[src/rtl/f_im_loader_if.sv]
// Byte-stream and instruction-memory write bus of the boot loader.
// slave = loader view, master = stream source / IM side.
interface f_im_loader_if;
  logic [7:0]  byte_in;
  logic        byte_valid;
  logic        byte_ready;
  logic        im_we;
  logic [31:0] im_addr;
  logic [31:0] im_wdata;

  modport slave  (input byte_in, byte_valid, output byte_ready, im_we, im_addr, im_wdata);
  modport master (output byte_in, byte_valid, input byte_ready, im_we, im_addr, im_wdata);
endinterface

[src/rtl/f_im_loader.sv]
// Boot-time instruction-memory loader: length-prefixed big-endian byte stream -> word writes.
// Optional trailing XOR checksum byte when CHECKSUM_EN is defined.
module f_im_loader #(
  parameter int          SIZE      = 4096,
  parameter logic [31:0] BASE_ADDR = 32'h0000_3000
) (
  input  logic         clk,
  input  logic         reset_n,
  input  logic         start_i,
  f_im_loader_if.slave bus,
  output logic         cpu_hold_o,
  output logic         done_o,
  output logic         error_o
);

  typedef enum logic [2:0] {
    S_IDLE, S_LEN_HI, S_LEN_LO, S_DATA, S_CHK, S_DONE, S_ERR
  } state_t;

  state_t      state_q, state_d;
  logic [15:0] len_q, len_d;
  logic [12:0] idx_q, idx_d;
  logic [1:0]  bcnt_q, bcnt_d;
  logic [31:0] word_q, word_d;
  logic        we_q, we_d;
  logic [31:0] addr_q, addr_d;
  logic [31:0] wdata_q, wdata_d;
  logic        done_q, done_d;
  logic        err_q, err_d;
  logic        hold_q, hold_d;
`ifdef CHECKSUM_EN
  logic [7:0]  csum_q, csum_d;
`endif

  logic        ready, xfer;
  logic [15:0] n_w;
  logic [31:0] word_nx;

  assign ready   = (state_q == S_LEN_HI) || (state_q == S_LEN_LO) ||
                   (state_q == S_DATA)   || (state_q == S_CHK);
  assign xfer    = ready && bus.byte_valid;
  assign n_w     = {len_q[15:8], bus.byte_in};
  assign word_nx = {word_q[23:0], bus.byte_in};

  always_ff @(posedge clk or negedge reset_n) begin
    if (!reset_n) begin
      state_q <= S_IDLE;
      len_q   <= '0;
      idx_q   <= '0;
      bcnt_q  <= '0;
      word_q  <= '0;
      we_q    <= 1'b0;
      addr_q  <= BASE_ADDR;
      wdata_q <= '0;
      done_q  <= 1'b0;
      err_q   <= 1'b0;
      hold_q  <= 1'b1;
`ifdef CHECKSUM_EN
      csum_q  <= '0;
`endif
    end else begin
      state_q <= state_d;
      len_q   <= len_d;
      idx_q   <= idx_d;
      bcnt_q  <= bcnt_d;
      word_q  <= word_d;
      we_q    <= we_d;
      addr_q  <= addr_d;
      wdata_q <= wdata_d;
      done_q  <= done_d;
      err_q   <= err_d;
      hold_q  <= hold_d;
`ifdef CHECKSUM_EN
      csum_q  <= csum_d;
`endif
    end
  end

  always_comb begin
    state_d = state_q;
    len_d   = len_q;
    idx_d   = idx_q;
    bcnt_d  = bcnt_q;
    word_d  = word_q;
    we_d    = 1'b0;
    addr_d  = addr_q;
    wdata_d = wdata_q;
    done_d  = done_q;
    err_d   = err_q;
    hold_d  = hold_q;
`ifdef CHECKSUM_EN
    csum_d  = csum_q;
    if (xfer && state_q != S_CHK) csum_d = csum_q ^ bus.byte_in;
`endif
    case (state_q)
      S_IDLE, S_DONE, S_ERR: begin
        if (start_i) begin
          state_d = S_LEN_HI;
          done_d  = 1'b0;
          err_d   = 1'b0;
          hold_d  = 1'b1;
          idx_d   = '0;
          bcnt_d  = '0;
`ifdef CHECKSUM_EN
          csum_d  = '0;
`endif
        end else if (state_q == S_DONE) begin
          // After a final data write, done follows the im_we cycle.
          done_d = 1'b1;
          hold_d = 1'b0;
        end
      end
      S_LEN_HI: if (xfer) begin
        len_d   = {bus.byte_in, 8'h00};
        state_d = S_LEN_LO;
      end
      S_LEN_LO: if (xfer) begin
        len_d = n_w;
        if (n_w == 16'd0) begin
`ifdef CHECKSUM_EN
          state_d = S_CHK;
`else
          state_d = S_DONE;
          done_d  = 1'b1;
          hold_d  = 1'b0;
`endif
        end else if (n_w > 16'(SIZE)) begin
          state_d = S_ERR;
          err_d   = 1'b1;
        end else begin
          state_d = S_DATA;
        end
      end
      S_DATA: if (xfer) begin
        word_d = word_nx;
        bcnt_d = bcnt_q + 2'd1;
        if (bcnt_q == 2'd3) begin
          we_d    = 1'b1;
          addr_d  = BASE_ADDR + {17'd0, idx_q, 2'b00};
          wdata_d = word_nx;
          idx_d   = idx_q + 13'd1;
          if ({3'd0, idx_q} + 16'd1 == len_q) begin
`ifdef CHECKSUM_EN
            state_d = S_CHK;
`else
            state_d = S_DONE;
`endif
          end
        end
      end
      S_CHK: begin
`ifdef CHECKSUM_EN
        if (xfer) begin
          if (bus.byte_in == csum_q) begin
            state_d = S_DONE;
            done_d  = 1'b1;
            hold_d  = 1'b0;
          end else begin
            state_d = S_ERR;
            err_d   = 1'b1;
          end
        end
`else
        state_d = S_IDLE;
`endif
      end
      default: state_d = S_IDLE;
    endcase
  end

  assign bus.byte_ready = ready;
  assign bus.im_we      = we_q;
  assign bus.im_addr    = addr_q;
  assign bus.im_wdata   = wdata_q;
  assign cpu_hold_o     = hold_q;
  assign done_o         = done_q;
  assign error_o        = err_q;

endmodule
[src/flat_wrapper.sv]
// flat-port wrapper written by rule: the top's interface ports become plain ports
module f_im_loader_flat 
#(
  parameter int          SIZE      = 4096,
  parameter logic [31:0] BASE_ADDR = 32'h0000_3000
)
  (clk, reset_n, start_i, cpu_hold_o, done_o, error_o, bus_byte_in, bus_byte_valid, bus_byte_ready, bus_im_we, bus_im_addr, bus_im_wdata);
  f_im_loader_if bus_i ();
  input  logic clk;
  input  logic reset_n;
  input  logic start_i;
  output logic cpu_hold_o;
  output logic done_o;
  output logic error_o;
  input wire logic [$bits(bus_i.byte_in)-1:0] bus_byte_in;
  input wire logic [$bits(bus_i.byte_valid)-1:0] bus_byte_valid;
  output wire logic [$bits(bus_i.byte_ready)-1:0] bus_byte_ready;
  output wire logic [$bits(bus_i.im_we)-1:0] bus_im_we;
  output wire logic [$bits(bus_i.im_addr)-1:0] bus_im_addr;
  output wire logic [$bits(bus_i.im_wdata)-1:0] bus_im_wdata;
  assign bus_i.byte_in = bus_byte_in;
  assign bus_i.byte_valid = bus_byte_valid;
  assign bus_byte_ready = bus_i.byte_ready;
  assign bus_im_we = bus_i.im_we;
  assign bus_im_addr = bus_i.im_addr;
  assign bus_im_wdata = bus_i.im_wdata;
  f_im_loader #(.SIZE(SIZE), .BASE_ADDR(BASE_ADDR)) u_core (.clk(clk), .reset_n(reset_n), .start_i(start_i), .bus(bus_i), .cpu_hold_o(cpu_hold_o), .done_o(done_o), .error_o(error_o));
endmodule
[config.mk]
export PLATFORM = sky130hd
export DESIGN_NAME = f_im_loader_flat
export DESIGN_NICKNAME = d
export VERILOG_FILES = /design/src/rtl/f_im_loader_if.sv /design/src/rtl/f_im_loader.sv /design/src/flat_wrapper.sv
export SDC_FILE = /design/constraint.sdc
export NUM_CORES = 1
export LEC_CHECK = 0
export ABC_AREA = 1
export CAP_MARGIN = 0
export CORE_MARGIN = 4
export CORE_UTILIZATION = 54
export CTS_CLUSTER_DIAMETER = 40
export DETAILED_ROUTE_END_ITERATION = 12
export MAX_ROUTING_LAYER = met4
export PLACE_DENSITY = 0.84
export SLEW_MARGIN = 10
export SYNTH_ARGS = -nofsm -noshare
export SYNTH_HDL_FRONTEND = slang
export SYNTH_SLANG_ARGS = --single-unit
[constraint.sdc]
create_clock -name clk -period 2 [get_ports clk]
set_clock_uncertainty 0.05 [all_clocks]
set_input_delay 0.3 -clock clk [delete_from_list [all_inputs] [get_ports clk]]
set_output_delay 0.3 -clock clk [all_outputs]
set_load 0.05 [all_outputs]
==> results.cfg, run 1 <==
[power_and_ir_drop]
seqPwrFrac_pct = 34.8
power_frac_clock_pct = 16.0
vdd_ir_drop_max_v = 0.00117
fin_total_pwr_uw = 10300
p_sw_uw = 4700
p_comb_share_pct = 49.2
powerDensity_nw_per_um2 = 1650
switching_share_pct = 45.5
p_leak_uw = 0.00296
p_int_uw = 5620

[worst_setup_path]
worstPathArrival_ns = 2.23
path_cells = buf_6, nand2_4, nor2_4, nand2_2, nand2_2, nand3_2, nand2_1, nand2_1, inv_1, nand2_1, nor2_1, nand2_1, nand2_2, nand2_2, nand2_1, nand2_1
reg2reg_depth = 16
path_common_cell = nand2_1
worst-path-stages = 16
cp_slowest_stage_delay_ns = 0.43
start_kind = flip-flop
cp_max_fo = 8
crit_type = flip-flop to flip-flop
cp_data_required_time_ns = 2.21
setup.worst_path.end_class = flip-flop
cp_top_family = simple AND/OR/NAND/NOR gates
slowest_stage = dfrtp_1
worst-path-buf-inv = 2

[synth]
yosys.area.top_type = dfrtp_1
synth_top_area_share_pct = 51.6
syn_avg_cell_area_um2 = 8.62
synthArstFlopShare_pct = 100
syn_area_um2 = 5090
yosysSeqAreaShare_pct = 53.1
yosys_warnings = 0
synthFlopType = dfrtp_1
synth_edf_count = 0
synthTopCellsByArea = dfrtp_1 (52%), nand2_1 (10%), o21ai_0 (7.4%), inv_1 (5.8%), nand3_1 (4.3%)
synthCells = 591
synth.distinct_cells = 38
ys_seq_elements = 108

[placed_design]
portBuffers = 62
place.gp.congestion = 0.874
dpl.hpwl_mm = 8.71

[floorplan]
core_um2 = 9200
die_w_um = 105
start_util_pct = 55.4
boundaryPins = 81
rows = 35
fp.dieH_um = 105
dieArea_um2 = 11100

[cts]
cts_tree = built
clock_sinks = 108
clk-insertion-delay-late_ns = 0.36
numCtsBuffers = 9
path_clk_slew_ns = 0.11
root_buffer = clkbuf_8
clockBufferDepth = 2
htree_levels = 3

[drt]
via_per_inst = 5.35
drtPass1Iterations = 5
vias = 4227
dr.first_iter.drc_count = 269
drc = 0
wl_mm = 12.1
drt-wirelength-per-cell_um = 15.3
ant_nets = 0

[outcome]
violations = setup timing
status = finished, violations left

[finish]
antenna_cells = 0
fill_cells = 730
final_layout_size_suffix_gt1_share_pct = 12.7
nets = 690
synthToLayoutAreaGrowth_pct = 22.5
layout_common_cells = nand2_1 (136), dfrtp_1 (104), inv_1 (78)
layout_commonest_cell = nand2_1

[timing]
hold_viol_final = 0
setup_violations = 3
slew_viol_final = 0
timing.final.ws_setup_ns = -0.0206
layout_worst_path_cycle_share_pct = 101
min_period_ns = 2.02
max_slew_margin_pct = 65.5
rsz0062_at_grt = yes
maxClockFrequency_mhz = 495
fin_hold_ws_ns = 0.376
worst_slew_pin_slew_ns = 0.516

[grt]
gr-total-overflow = 0
grt_pass1_wl_mm = 19.9
grtUsageTotal_pct = 23.0
grt_max_degree = 49
grt_pass1_vias = 4130
antenna_found_initial = 0

[worst_hold_path]
timing.hold.worst.class = input pin to async pin

[flow_run]
maxCapViolCount = 0
==> final timing paths <==
path | from | endpoint | slack, ns
min in group clk | u_core.cpu_hold_o | u_core.cpu_hold_o | 0.42
hold reg to reg | u_core.cpu_hold_o | u_core.cpu_hold_o | 0.42
setup reg to reg | u_core.idx_q[1] | u_core.state_q[2] | -0.02
max in group asynchronous | reset_n | u_core.bus.im_addr[13] | 0.90
setup / recovery | u_core.idx_q[1] | u_core.state_q[2] | -0.02
hold / removal | reset_n | u_core.bus.im_wdata[30] | 0.38
==> cell usage after synthesis (3+ instances only) <==
cell,number
nand2_1,142
dfrtp_1,105
inv_1,79
o21ai_0,75
nand3_1,44
nor2_1,26
buf_4,20
o21ai_1,15
nand4_1,12
o22ai_1,8
buf_6,7
clkbuf_1,7
inv_2,5
o22ai_2,5
ha_1,4
nand2_2,4
a21oi_1,3
dfstp_2,3
nor2_4,3
xor2_1,3
==> per-stage QoR <==
step | utilization (%) | cell area [um^2] | cells | TNS (ns) | setup slack (ns)
finish | 67.9 | 6240 | 790 | -0.0471 | -0.0206
global route | 67.9 | 6240 | 790 | -0.615 | -0.220
CTS | 66.8 | 6140 | 787 | 0 | 0.0277
detailed placement | 63.7 | 5860 | 767 | -0.0355 | -0.0252
global placement | 63.7 | 5860 | 767 | 0 | 0.0206
floorplan | - | 5160 | 608 | 0 | 0.217
==> flip-flops by register name (all words and copies together), names as in the netlist <==
name                 flops
u_core.bus.im_wdata     32
u_core.word_q           24
u_core.len_q            16
u_core.bus.im_addr      14
u_core.idx_q            13
u_core.state_q           3
u_core.bcnt_q            2
u_core.bus.im_we         1
u_core.cpu_hold_o        1
u_core.done_o            1
u_core.error_o           1
==> power groups by stage <==
stage               Sequential [uW]  Combinational, uW  Clock [uW]
floorplan                      4980               2010           0
finish                         3590               5090        1650
global route                   3690               5490        1770
global placement               3570               4850           0
CTS                            3570               5030        1660
detailed placement             3610               4960           0
==> logic make-up (layout without fill, tap and decap cells) <==
| logic type | count (synthesis) | count (layout) | synth area share [%] |
|---|---|---|---|
| AOI/OAI and AO/OA | 113 | 113 | 12.6 |
| and+or+nand+nor | 239 | 239 | 20.6 |
| buffers and inverters | 121 | 192 | 11.5 |
| xor gates and xnor gates | 5 | 5 | 1.15 |
| DFF | 108 | 108 | 53.1 |
| adders and majority gates | 4 | 4 | 0.983 |
| other | 1 | 18 | 0.0736 |
==> layout make-up <==
| cell class | instances | area [um^2] | share of cell area [%] |
|---|---|---|---|
| flip-flops and latches | 108 | 2710 | 43.4 |
| repair buffers | 91 | 897 | 14.4 |
| multi-input cells | 379 | 1920 | 30.8 |
| inverters | 85 | 322 | 5.15 |
| well taps | 111 | 139 | 2.22 |
| clock inverters | 6 | 118 | 1.88 |
| clock buffers | 10 | 138 | 2.20 |
==> repair_timing <==
| item | CTS | global route |
|---|---|---|
| setup buffers | 3 | 3 |
| endpoints found under the hold margin | 31 | 0 |
| pin swaps | 0 | 6 |
| hold buffers | 1 | 0 |
| resized for setup | 0 | 20 |
| endpoints found under the setup margin | 1 | 34 |
==> metal layers <==
metal  GRT usage [%]  routed length [um]  vias up
met3            4.51                 665       28
met4            6.56                 204        0
met5               -                   0        -
met2            35.9                5800      171
li1                -                   -     2031
met1            30.9                5450     1997
Note: power is estimated with default switching activity, not from simulation.
==> run 2: changes to the inputs <==
--- a/config.mk
+++ b/config.mk
@@ -6,6 +6,7 @@
 export NUM_CORES = 1
 export LEC_CHECK = 0
 export ABC_AREA = 1
+export ABC_CLOCK_PERIOD_IN_PS = 2200
 export CAP_MARGIN = 0
 export CORE_MARGIN = 4
 export CORE_UTILIZATION = 54
==> constraint.sdc (replaced) <==
create_clock -name clk -period 2.2 [get_ports clk]
set_clock_uncertainty 0.05 [all_clocks]
set_input_delay 0.33 -clock clk [delete_from_list [all_inputs] [get_ports clk]]
set_output_delay 0.33 -clock clk [all_outputs]
set_load 0.05 [all_outputs]
==> run 2 against run 1 <==
The run now ends clean. Critical endpoint is now bus_im_addr[12]. Total power shrank 12%. Non-clock buffer count shrank 12. Combinational power shrank 11%. Sequential share of layout area grew 1.1 points. Die area is the same. Critical path depth shrank 15. Count of clock-buffer cells in the layout shrank 1. Cell area shrank 2.4%. First-iteration DRC count grew 27%.
==> results.cfg, run 2 (synthesized netlist as in run 1, its figures left out) <==
[outcome]
status = complete, no violations

[cts]
root_buffer = clkbuf_8
numCtsBuffers = 9
htree_levels = 3
clk-insertion-delay-late_ns = 0.38
path_clk_slew_ns = 0.11
cts_tree = built
clock_sinks = 108
clockBufferDepth = 2

[finish]
antenna_cells = 0
largest_reg_flops = 32
synthToLayoutAreaGrowth_pct = 19.6
fin_util_pct = 66.2
final_area_um2 = 6090
final_layout_size_suffix_gt1_share_pct = 10.3
layout_common_cells = nand2_1 (139), dfrtp_1 (104), inv_1 (79)
layout_commonest_cell = nand2_1
nets = 678

[worst_setup_path]
reg2reg_to = u_core.state_q[0]
setup.worst_path.end_class = primary output
start_kind = flip-flop
cp_slowest_stage_delay_ns = 0.81
path_cells = clkdlybuf4s50_1
r2r-start = u_core.idx_q[1]
r2r_slack_ns = 0.12
cp_top_family = buffers and inverters
slowest_stage = clkdlybuf4s50_1
cp_max_fo = 2
reg2reg_depth = 16
crit_type = flip-flop to primary output
cp_data_required_time_ns = 1.82
worst-path-buf-inv = 1
worstPathArrival_ns = 1.73

[timing]
max_slew_margin_pct = 64.8
hold_viol_final = 0
min_period_ns = 2.11
layout_worst_path_cycle_share_pct = 95.9
maxClockFrequency_mhz = 474
worst_slew_pin_slew_ns = 0.526
setup_violations = 0
setup_tns_ns = 0
slew_viol_final = 0
fin_hold_ws_ns = 0.364

[grt]
antenna_found_initial = 0
grt_max_degree = 54
grt_pass1_vias = 4139
grtUsageTotal_pct = 22.7
gr-total-overflow = 0
grt_pass1_wl_mm = 19.6

[power_and_ir_drop]
p_leak_uw = 0.00287
p_int_uw = 4800
vdd_ir_drop_max_v = 0.000950
fin_total_pwr_uw = 9090
switching_share_pct = 47.2
powerDensity_nw_per_um2 = 1490
seqPwrFrac_pct = 36.0
p_comb_share_pct = 49.6
power_frac_clock_pct = 14.4
p_sw_uw = 4300

[drt]
via_per_inst = 5.48
ant_nets = 0
vias = 4265
drc = 0
drt-wirelength-per-cell_um = 15.3
drtPass1Iterations = 6
wl_mm = 11.9
dr.first_iter.drc_count = 341

[placed_design]
place.gp.congestion = 0.914
portBuffers = 62
dpl.hpwl_mm = 8.64
placed_area_um2 = 5800

[floorplan]
start_util_pct = 55.4
boundaryPins = 81
dieArea_um2 = 11100
fp.dieH_um = 105
die_w_um = 105
rows = 35
core_um2 = 9200

[flow_run]
maxCapViolCount = 0

[worst_hold_path]
timing.hold.worst.class = input pin to async pin
run 2: metal layers:
metal | vias up | part of all wire, % | routed length, um | GRT usage, %
li1 | 2008 | - | - | -
met1 | 2035 | 44 | 5250 | 30.7
met2 | 192 | 47 | 5560 | 34.9
met3 | 30 | 6.9 | 822 | 3.40
met4 | 0 | 2.1 | 250 | 8.43
met5 | - | 0 | 0 | -
run 2: what timing repair did:
| item | in CTS | in global routing |
|---|---|---|
| hold endpoints to repair | 24 | 0 |
| setup endpoints to repair | 0 | 4 |
| gates resized for setup | 0 | 11 |
| buffers inserted | 0 | 2 |
| hold buffers | 1 | 0 |
run 2: how the worst max path moves through the flow:
stage | slack, ns | depth (start not counted) | startpoint | to
2_1_floorplan | 0.42 | 16 | u_core.idx_q[0] | u_core.state_q[2]
3_3_place_gp | 0.19 | 9 | bus_byte_in[1] | u_core.done_o
3_5_place_dp | 0.08 | 9 | bus_byte_in[5] | u_core.done_o
4_1_cts | 0.07 | 1 | u_core.bus.im_addr[12] | bus_im_addr[12]
5_1_grt | -0.05 | 15 | u_core.idx_q[1] | u_core.state_q[0]
6_report | 0.09 | 1 | u_core.bus.im_addr[12] | bus_im_addr[12]
run 2: area by class of cell:
cell class / instances / area (um^2)
Clock inverter: 7 / 92.6
Tap cell: 111 / 139
Clock buffer: 9 / 124
Timing Repair Buffer: 79 / 796
Inverter: 85 / 322
Multi-Input combinational cell: 379 / 1910
Fill cell: 714 / 3110
Sequential cell: 108 / 2710
run 2: power groups by stage:
stage          sequential, uW  combinational, uW  clock (uW)
2_1_floorplan            4530               1830           0
3_3_place_gp             3260               4350           0
3_5_place_dp             3300               4460           0
4_1_cts                  3260               4480        1320
5_1_grt                  3370               4860        1400
6_report                 3270               4510        1310
run 2: metrics by stage:
| step | cells | setup WS, ns |
|---|---|---|
| 5_1_grt | 778 | -0.0490 |
| 4_1_cts | 776 | 0.0655 |
| 2_1_floorplan | 608 | 0.417 |
| 6_report | 778 | 0.0911 |
| 3_5_place_dp | 759 | 0.0816 |
| 3_3_place_gp | 759 | 0.186 |
